==> config.mk <==
export PLATFORM = sky130hd
export DESIGN_NAME = multicycle_control_fsm
export DESIGN_NICKNAME = d
export VERILOG_FILES = /design/src/rtl/multicycle_control_fsm.sv
export SDC_FILE = /design/constraint.sdc
export NUM_CORES = 1
export LEC_CHECK = 0
export BUFFER_PORTS_ARGS = -buffer_cell sky130_fd_sc_hd__buf_2
export CAP_MARGIN = 10
export CORE_MARGIN = 8
export CORE_UTILIZATION = 47
export CTS_CLUSTER_SIZE = 24
export DETAILED_ROUTE_END_ITERATION = 10
export MAX_ROUTING_LAYER = met4
export PLACE_DENSITY = 0.8
export SLEW_MARGIN = 20
export SYNTH_ARGS = -nofsm -noshare
export SYNTH_HDL_FRONTEND = slang
export SYNTH_SLANG_ARGS = --single-unit
==> constraint.sdc <==
create_clock -name clk -period 1.6 [get_ports clk]
set_input_delay 0.32 -clock clk [delete_from_list [all_inputs] [get_ports clk]]
set_output_delay 0.32 -clock clk [all_outputs]
set_load 0.01 [all_outputs]
==> src/rtl/multicycle_control_fsm.sv <==
// Main control unit for the multicycle MIPS datapath.
// Steps one state per clock through fetch/decode/execute/memory/writeback,
// waits on the memory ready handshake in FETCH, MEMRD and MEMWR, and decodes
// every datapath enable and mux select from the current state.
module multicycle_control_fsm #(
    parameter logic [5:0] OP_RTYPE = 6'h00,
    parameter logic [5:0] OP_LW    = 6'h23,
    parameter logic [5:0] OP_SW    = 6'h2B,
    parameter logic [5:0] OP_BEQ   = 6'h04,
    parameter logic [5:0] OP_J     = 6'h02,
    parameter logic [5:0] OP_ADDI  = 6'h08
) (
    input  logic       clk,
    input  logic       reset,
    input  logic [5:0] opcode,
    input  logic       mem_ready,
    output logic       pc_write,
    output logic       pc_write_cond,
    output logic       iord,
    output logic       mem_read,
    output logic       mem_write,
    output logic       ir_write,
    output logic       reg_dst,
    output logic       mem_to_reg,
    output logic       reg_write,
    output logic       alu_src_a,
    output logic [1:0] alu_src_b,
    output logic [1:0] alu_op,
    output logic [1:0] pc_source,
    output logic       instr_done,
    output logic       illegal_op,
    output logic [3:0] state
);

    typedef enum logic [3:0] {
        S_IDLE   = 4'd0,
        S_FETCH  = 4'd1,
        S_DECODE = 4'd2,
        S_MEMADR = 4'd3,
        S_MEMRD  = 4'd4,
        S_MEMWB  = 4'd5,
        S_MEMWR  = 4'd6,
        S_EXEC   = 4'd7,
        S_ALUWB  = 4'd8,
        S_BRANCH = 4'd9,
        S_ADDIEX = 4'd10,
        S_ADDIWB = 4'd11,
        S_JUMP   = 4'd12
    } state_t;

    state_t     state_reg;
    state_t     state_next;
    logic [5:0] op_q_reg;

    assign state = state_reg;

    // State register; the opcode is captured in DECODE so later IR changes
    // cannot redirect an instruction already in flight.
    always_ff @(posedge clk or posedge reset) begin
        if (reset) begin
            state_reg <= S_IDLE;
            op_q_reg  <= 6'h00;
        end else begin
            state_reg <= state_next;
            if (state_reg == S_DECODE) begin
                op_q_reg <= opcode;
            end
        end
    end

    // Next-state selection; unused encodings recover to FETCH.
    always_comb begin
        state_next = S_FETCH;
        case (state_reg)
            S_IDLE:   state_next = S_FETCH;
            S_FETCH:  state_next = mem_ready ? S_DECODE : S_FETCH;
            S_DECODE: begin
                if (opcode == OP_LW || opcode == OP_SW) begin
                    state_next = S_MEMADR;
                end else if (opcode == OP_RTYPE) begin
                    state_next = S_EXEC;
                end else if (opcode == OP_BEQ) begin
                    state_next = S_BRANCH;
                end else if (opcode == OP_ADDI) begin
                    state_next = S_ADDIEX;
                end else if (opcode == OP_J) begin
                    state_next = S_JUMP;
                end else begin
                    state_next = S_FETCH;
                end
            end
            S_MEMADR: state_next = (op_q_reg == OP_LW) ? S_MEMRD : S_MEMWR;
            S_MEMRD:  state_next = mem_ready ? S_MEMWB : S_MEMRD;
            S_MEMWB:  state_next = S_FETCH;
            S_MEMWR:  state_next = mem_ready ? S_FETCH : S_MEMWR;
            S_EXEC:   state_next = S_ALUWB;
            S_ALUWB:  state_next = S_FETCH;
            S_BRANCH: state_next = S_FETCH;
            S_ADDIEX: state_next = S_ADDIWB;
            S_ADDIWB: state_next = S_FETCH;
            S_JUMP:   state_next = S_FETCH;
            default:  state_next = S_FETCH;
        endcase
    end

    // Output decode from the current state; the handshake-dependent outputs
    // follow mem_ready within the same cycle so the access completes on time.
    always_comb begin
        pc_write      = 1'b0;
        pc_write_cond = 1'b0;
        iord          = 1'b0;
        mem_read      = 1'b0;
        mem_write     = 1'b0;
        ir_write      = 1'b0;
        reg_dst       = 1'b0;
        mem_to_reg    = 1'b0;
        reg_write     = 1'b0;
        alu_src_a     = 1'b0;
        alu_src_b     = 2'b00;
        alu_op        = 2'b00;
        pc_source     = 2'b00;
        instr_done    = 1'b0;
        illegal_op    = 1'b0;
        case (state_reg)
            S_FETCH: begin
                mem_read  = 1'b1;
                alu_src_b = 2'b01;
                ir_write  = mem_ready;
                pc_write  = mem_ready;
            end
            S_DECODE: begin
                alu_src_b = 2'b11;
                if (!(opcode == OP_LW || opcode == OP_SW || opcode == OP_RTYPE ||
                      opcode == OP_BEQ || opcode == OP_ADDI || opcode == OP_J)) begin
                    illegal_op = 1'b1;
                end
            end
            S_MEMADR: begin
                alu_src_a = 1'b1;
                alu_src_b = 2'b10;
            end
            S_MEMRD: begin
                iord     = 1'b1;
                mem_read = 1'b1;
            end
            S_MEMWB: begin
                mem_to_reg = 1'b1;
                reg_write  = 1'b1;
                instr_done = 1'b1;
            end
            S_MEMWR: begin
                iord       = 1'b1;
                mem_write  = 1'b1;
                instr_done = mem_ready;
            end
            S_EXEC: begin
                alu_src_a = 1'b1;
                alu_op    = 2'b10;
            end
            S_ALUWB: begin
                reg_dst    = 1'b1;
                reg_write  = 1'b1;
                instr_done = 1'b1;
            end
            S_BRANCH: begin
                alu_src_a     = 1'b1;
                alu_op        = 2'b01;
                pc_source     = 2'b01;
                pc_write_cond = 1'b1;
                instr_done    = 1'b1;
            end
            S_ADDIEX: begin
                alu_src_a = 1'b1;
                alu_src_b = 2'b10;
            end
            S_ADDIWB: begin
                reg_write  = 1'b1;
                instr_done = 1'b1;
            end
            S_JUMP: begin
                pc_source  = 2'b10;
                pc_write   = 1'b1;
                instr_done = 1'b1;
            end
            default: begin
                pc_write = 1'b0;
            end
        endcase
    end

endmodule

Yosys cells after proc, flatten, opt, wreduce, memory -nomap -nowiden
Cells that the tools add are included.
Widths: inputs -> output; s select.
{ "word_totals": {"wordCells": 58, "input_bits": 9, "ff_bits": 10} }
{ "classes": {"reduce_logical": 12, "eq_ne": 18, "n_mux": 26} }
{ "ops": {"columns": ["cell", "n"], "rows": [
  ["$pmux 4 s7", 1],
  ["$eq 4x4->1 const B", 5],
  ["$mux 4", 5],
  ["$eq 6x6->1 const B", 3],
  ["$eq 4x3->1 const B", 4],
  ["$mux 1", 12],
  ["$eq 4x2->1 const B", 2],
  ["$pmux 2 s2", 2],
  ["$eq 6x2->1 const B", 1],
  ["$eq 6x3->1 const B", 1],
  ["$eq 6x4->1 const B", 1],
  ["$logic_not 6->1", 1],
  ["$pmux 2 s3", 1],
  ["$reduce_or 2->1", 3],
  ["$logic_or 1x1->1", 5],
  ["$reduce_or 5->1", 1],
  ["$eq 4x1->1 const B", 1],
  ["$mux 2", 2],
  ["$pmux 1 s2", 2],
  ["$reduce_or 4->1", 1],
  ["$mux 3", 1],
  ["$reduce_or 3->1", 1]
]} }

Depth between registers and ports, before layout
Gate-level depths: netlist of the first run.
{ "depth": {"ltp_word": 8, "depth_mapped": 6} }

Least setup slack after synthesis of the first run
Ideal clock, no wire load.
{ "synth_path": {"path_kind": "flip-flop to output port", "startpoint": "register state_reg[0] (netlist: state[0])", "endpoint": "output port illegal_op", "required_ns": 1.280, "path_slack_ns": -0.082, "t_arrival_ns": 1.362, "path_stages_with_launch": 6, "cell_sequence": "dfrtp_1 buf_6 nand2b_4 nor3_4 o311ai_4 nor2b_1"} }
{ "synth_via": {"elab_chain_len": 2} }
{ "synth_lines": {"columns": ["element", "line_no", "text"], "rows": [
  ["from (decl)", "51", "state_t state_reg;"],
  ["from (signal assigned)", "64", "state_reg <= state_next;"],
  ["$eq 4x2->1", "124", "case (state_reg)"],
  ["$mux 1", "124", null],
  ["to (decl)", "31", "output logic illegal_op,"]
]} }
No other way between the ends.

Worst setup path after layout of the first run
Same ends and word-level chain as after synthesis.

==> results of run 1 <==
worst max path at each step:
stage / depth (start not counted) / start / end / slack, ns
after floorplan: 5 / state[0]$_DFF_PP0_ / illegal_op / -0.08
after global placement: 5 / opcode[4] / illegal_op / -0.14
after detailed placement: 5 / opcode[4] / illegal_op / -0.15
after CTS: 5 / state[0]$_DFF_PP0_ / illegal_op / -0.21
after global routing: 5 / state[0]$_DFF_PP0_ / illegal_op / -0.31
final: 5 / state[0]$_DFF_PP0_ / illegal_op / -0.25
synthesized netlist by cell type, drive strengths merged (2+ instances only):
library cell / count / area share (%)
or4: 2 / 2.4
nand2b: 7 / 6.4
nor2: 13 / 6.1
nor3: 8 / 6.4
dfrtp: 10 / 31
o22ai: 4 / 3.1
xor2: 2 / 2.2
mux2: 7 / 9.9
clkbuf: 4 / 1.9
o211ai: 2 / 1.9
a21oi: 3 / 1.9
buf: 4 / 3.9
nor2b: 3 / 2.4
o21ai: 6 / 3.8
nand2: 9 / 4.2
report_power, final:
group | switching (mW) | internal (mW) | leakage (nW)
combinational | 0.858 | 0.948 | 0.530
clock | 0.101 | 0.139 | 0.0210
sequential | 0.107 | 0.374 | 0.118
layout by cell type, fill, tap and decap left out, types with 2 or more instances in the layout:
cell,instances
o22ai_2,2
buf_2,28
buf_6,16
buf_4,15
mux2_2,6
nand2b_4,4
nor2_1,9
nand2_1,5
o21ai_0,4
dfrtp_2,3
nand2_2,2
nor2_2,2
o211ai_1,2
xor2_1,2
nor3_2,4
dfrtp_1,7
o22ai_1,2
clkbuf_4,3
nand2b_1,3
nand2_4,2
nor2b_1,2
nor2_4,2
nor3_1,3
a21oi_2,2
area by class of cell:
class | instances | area, µm² | share of cell area (%)
multi-input combinational | 76 | 629 | 45.2
tap | 17 | 21.3 | 1.53
sequential | 10 | 254 | 18.2
inverter | 1 | 3.75 | 0.270
clock buffer | 4 | 36.3 | 2.61
timing repair buffer | 60 | 448 | 32.2
metal layers:
layer	share of wire [%]	up-vias	wire length (µm)
met1	35	445	1050
met5	0	-	0
met4	3.8	0	117
met2	55	52	1690
met3	6.2	13	188
li1	-	449	-
stage by stage:
step | power, mW | area, µm² | setup slack [ns] | TNS (ns) | cells
2_1_floorplan | 1.19 | 798 | -0.0818 | -0.0818 | 95
3_3_place_gp | 1.57 | 1040 | -0.139 | -0.139 | 148
3_5_place_dp | 1.61 | 1040 | -0.149 | -0.149 | 148
4_1_cts | 2.28 | 1290 | -0.211 | -1.07 | 167
5_1_grt | 2.66 | 1390 | -0.309 | -1.97 | 168
6_report | 2.53 | 1390 | -0.246 | -1.15 | 168
worst max-delay path: stages (launching register included):
cell and delay (ns):
dfrtp_1 0.40, nand2b_4 0.19, nor3_4 0.19, o311ai_4 0.14, nor2b_1 0.17, buf_2 0.16
timing repair:
item,4_1_cts,5_1_grt
resized for setup,29,26
endpoints found under the setup margin,18,18
buffers inserted,15,3
pin swaps,7,12
hold endpoints to repair,0,0
cell families after synthesis:
kind of cell              Yosys count
AOI/OAI and AO/OA                  20
xor gates and xnor gates            3
buffers and inverters               9
DFF                                10
muxes                               7
and+or+nand+nor                    46
==> flow_metrics.env, run 1 <==
export IMPL_crit_type="flop to output pin"
export IMPL_final_util_pct=84.3
export IMPL_hold_viol_final=0
export IMPL_power_density_mw_per_mm2=1810
export IMPL_ys_ff_latch=10
export IMPL_final_max_slew_violation_count=0
export IMPL_synth_distinct_cells=32
export IMPL_cts_hold_buf=0
export IMPL_setup_viol=17
export IMPL_drtAntennaViolNets=0
export IMPL_use_met1_pct=14.8
export IMPL_min_period_ns=1.85
export IMPL_dp_hpwl_mm=1.69
export IMPL_initial_utilization_pct=48.3
export IMPL_grt_busiest_layer="met2"
export IMPL_worst_r2r_path_depth=4
export IMPL_drive_above_1_share_pct=67.5
export IMPL_synth_nets=104
export IMPL_yosys_area_share_adder_pct=0
export IMPL_grt_pass1_wl_mm=4.34
export IMPL_dieArea_mm2=0.00327
export IMPL_grt_util_met3_pct=5.32
export IMPL_fillers=91
export IMPL_synth_edff_count=0
export IMPL_cts_tree="done"
export IMPL_clk_pin_slew_worst_paths_ns=0.07
export IMPL_io_buffer_count=30
export IMPL_syn_area_um2=798
export IMPL_synthFlopType="dfrtp_1"
export IMPL_violations="setup timing"
export IMPL_max_clock_freq_mhz=542
export IMPL_whs_ns=0.00449
export IMPL_grt_use_total_pct=16.3
export IMPL_grt_start_max_net_pins=11
export IMPL_largest_reg_flops=6
export IMPL_vias_per_cell=5.71
export IMPL_insertedDiodeCount=0
export IMPL_htreeDepth=1
export IMPL_die_h_um=57.2
export IMPL_wire_per_inst_um=18.1
export IMPL_clk_root_buffer_cell="clkbuf_4"
export IMPL_gp_congestion=0.756
export IMPL_met2_usage_pct=29.0
export IMPL_layout_nets=161
export IMPL_synthSimpleGateAreaFrac_pct=31.5
export IMPL_synth_mux_area_share_pct=9.87
export IMPL_grt_pass1_vias=1010
export IMPL_fin_crit_sh_pct=115
export IMPL_grt_overflow=0
export IMPL_max_cap_violations=0
export IMPL_drt_first_pass_iters=4
export IMPL_cts_buffers=3
export IMPL_postSynth_asyncResetShare_pct=100
export IMPL_clock_sinks=10
export IMPL_slew_headroom_pct=74.0
export IMPL_r2r_start="state[3]$_DFF_PP0_"
export IMPL_drc=0
export IMPL_startpoint_type="flop"
export IMPL_skew_ns=0.00403
export IMPL_reg2reg_slack_ns=0.15
export IMPL_critPathCaptureType="output pin"
export IMPL_worst_slack_ns=-0.246
export IMPL_outcome="finished, violations left"
export IMPL_drt_total_wl_mm=3.05
export IMPL_hold_path_class="input port to async pin"
export IMPL_ys_warn_count=0
export IMPL_synth_xor_area_share_pct=3.29
export IMPL_num_io_pins=31
export IMPL_die_width_um=57.2
export IMPL_synth_avg_cell_area_um2=8.40
export IMPL_required_ns=1.28
export IMPL_seq_area_frac_synth_pct=31.3
export IMPL_core_area_mm2=0.00165
export IMPL_p_leak_nw=0.669
export IMPL_worst_slew_pin_slew_ns=0.389
export IMPL_rsz0062_at_grt="yes"
export IMPL_antenna_found_initial=0
export IMPL_cts_path_max_buffers=2
export IMPL_crit_path_max_fanout=6
export IMPL_synth_compound_area_share_pct=17.7
export IMPL_areaGrowthSynthToFinish_pct=74.5
export IMPL_rows=15
export IMPL_irDropWorstVdd_mv=1.26
export IMPL_drtIter0Drc=16
export IMPL_worst_endpoint_arrival_ns=1.53
export IMPL_r2r_end="state[1]$_DFF_PP0_"
export IMPL_synth_cells=95
export IMPL_vias=959
export IMPL_clock_latency_ns=0.28
export IMPL_synth_top_family_by_area="simple AND/OR/NAND/NOR gates"
Power figures use the tool's default switching activity.
==> run 2, diff against run 1 <==
==> constraint.sdc (replaced) <==
create_clock -name clk -period 1.6 [get_ports clk]
set_input_delay 0.08 -clock clk [delete_from_list [all_inputs] [get_ports clk]]
set_output_delay 0.08 -clock clk [all_outputs]
set_load 0.01 [all_outputs]
==> run 2 against run 1 <==
Against the previous run:
- combinational power fell by 41%
- wire length fell by 35%
- die area did not move
- the run now ends clean
- sequential cell count did not move
- non-clock buffer count fell by 24
==> flow_metrics.env, run 2 (synthesis results as in run 1) <==
export IMPL_initial_utilization_pct=48.3
export IMPL_crit_start="state[2]$_DFF_PP0_"
export IMPL_startpoint_type="flop"
export IMPL_grt_overflow=0
export IMPL_antenna_found_initial=0
export IMPL_drc=0
export IMPL_max_cap_violations=0
export IMPL_min_period_ns=1.52
export IMPL_drt_total_wl_mm=1.97
export IMPL_cts_tree="done"
export IMPL_grt_pass1_wl_mm=3.15
export IMPL_required_ns=1.52
export IMPL_insertedDiodeCount=0
export IMPL_dpl_instance_area_um2=953
export IMPL_grt_busiest_layer="met2"
export IMPL_largest_reg_flops=6
export IMPL_worst_slew_pin_slew_ns=0.369
export IMPL_whs_ns=0.106
export IMPL_layout_nets=137
export IMPL_final_area_mm2=0.00102
export IMPL_drt_first_pass_iters=4
export IMPL_gp_congestion=0.768
export IMPL_dp_hpwl_mm=1.52
export IMPL_clock_sinks=10
export IMPL_core_area_mm2=0.00165
export IMPL_setup_viol=0
export IMPL_dieArea_mm2=0.00327
export IMPL_areaGrowthSynthToFinish_pct=28.4
export IMPL_clock_latency_ns=0.26
export IMPL_crit_path_max_fanout=11
export IMPL_fin_total_pwr_mw=1.76
export IMPL_layout_common_cells="buf_2, nor2_1, nand2_1"
export IMPL_rsz0062_at_grt="no"
export IMPL_htreeDepth=1
export IMPL_crit_type="flop to output pin"
export IMPL_dp_worst_setup_slack_ns=0.175
export IMPL_vias=785
export IMPL_fillers=154
export IMPL_drtIter0Drc=17
export IMPL_worst_slack_ns=0.0785
export IMPL_wire_per_inst_um=13.7
export IMPL_drive_above_1_share_pct=43.3
export IMPL_setup_tns_ns=0
export IMPL_grt_util_met3_pct=5.10
export IMPL_final_common_cell="buf_2"
export IMPL_cts_path_max_buffers=2
export IMPL_slew_headroom_pct=75.4
export IMPL_grt_use_total_pct=11.6
export IMPL_io_buffer_count=30
export IMPL_rows=15
export IMPL_max_clock_freq_mhz=657
export IMPL_final_max_slew_violation_count=0
export IMPL_hold_start="opcode[0]"
export IMPL_die_width_um=57.2
export IMPL_num_io_pins=31
export IMPL_vias_per_cell=5.45
export IMPL_outcome="finished, final reports clean"
export IMPL_cts_buffers=3
export IMPL_ff_latch_area_um2=254
export IMPL_grt_start_max_net_pins=19
export IMPL_die_h_um=57.2
export IMPL_worst_endpoint_arrival_ns=1.44
export IMPL_hold_viol_final=0
export IMPL_grt_pass1_vias=718
export IMPL_clk_root_buffer_cell="clkbuf_4"
export IMPL_r2r_start="state[0]$_DFF_PP0_"
export IMPL_critPathCaptureType="output pin"
export IMPL_multi_input_area_um2=508
export IMPL_clk_pin_slew_worst_paths_ns=0.07
export IMPL_hold_path_class="input port to flop"
export IMPL_irDropWorstVdd_mv=0.876
export IMPL_p_leak_nw=0.478
export IMPL_skew_ns=0.00106
export IMPL_power_density_mw_per_mm2=1710
export IMPL_drtAntennaViolNets=0
export IMPL_fin_crit_sh_pct=95.1
export IMPL_met2_usage_pct=19.2
export IMPL_use_met1_pct=12.3
==> run 2: cell types whose count changed in the layout (fill, tap and decap cells not counted), sizes merged <==
cell         previous run  this run
buf                    60        35
dlygate4sd3             0         1
==> run 2: worst max-delay path, cell delays in order, from the launching register on <==
cell     delay, ns
dfrtp_2       0.46
buf_4         0.19
mux2_2        0.26
a21oi_1       0.13
buf_2         0.14
==> run 2: timing repair <==
action | 4_1_cts | 5_1_grt
endpoints found under the setup margin | 4 | 6
setup buffers | 1 | 0
hold buffers | 1 | 0
hold endpoints to repair | 10 | 0
pin swaps | 1 | 1
gates resized for setup | 1 | 7
==> run 2: report_power, final <==
group          switching [mW]  internal [mW]  leakage, nW  total (mW)
Combinational           0.553          0.502        0.339        1.06
Sequential             0.0992          0.374        0.118       0.473
Clock                  0.0883          0.138       0.0210       0.226
==> run 2: final timing paths <==
path	cells past startpoint	slack, ns	to
worst max-delay path	4	0.08	instr_done
worst max register to register	4	0.19	op_q_reg[3]$_DFFE_PP0P_
max in group asynchronous	3	0.99	state[3]$_DFF_PP0_
worst min-delay path	2	0.11	op_q_reg[0]$_DFFE_PP0P_
worst min register to register	1	0.51	op_q_reg[5]$_DFFE_PP0P_
min in group asynchronous	3	0.33	op_q_reg[0]$_DFFE_PP0P_
==> run 2: metal layers <==
layer	vias up	wire length (µm)	share of wire, %
met5	-	0	0
li1	401	-	-
met4	0	0	0
met1	355	880	45
met2	29	919	47
met3	0	171	8.7
==> run 2: final cells by class <==
class                      instances  share of cell area, %
clock buffer                       4                   3.54
inverter                           1                  0.366
multi-input combinational         76                   49.6
sequential                        10                   24.8
tap                               17                   2.08
timing repair buffer              36                   19.7
==> run 2: stage by stage <==
step,cells,util (%)
floorplan,95,-
global placement,138,57.7
detailed placement,138,57.7
CTS,144,61.1
global route,144,62.0
finish,144,62.0
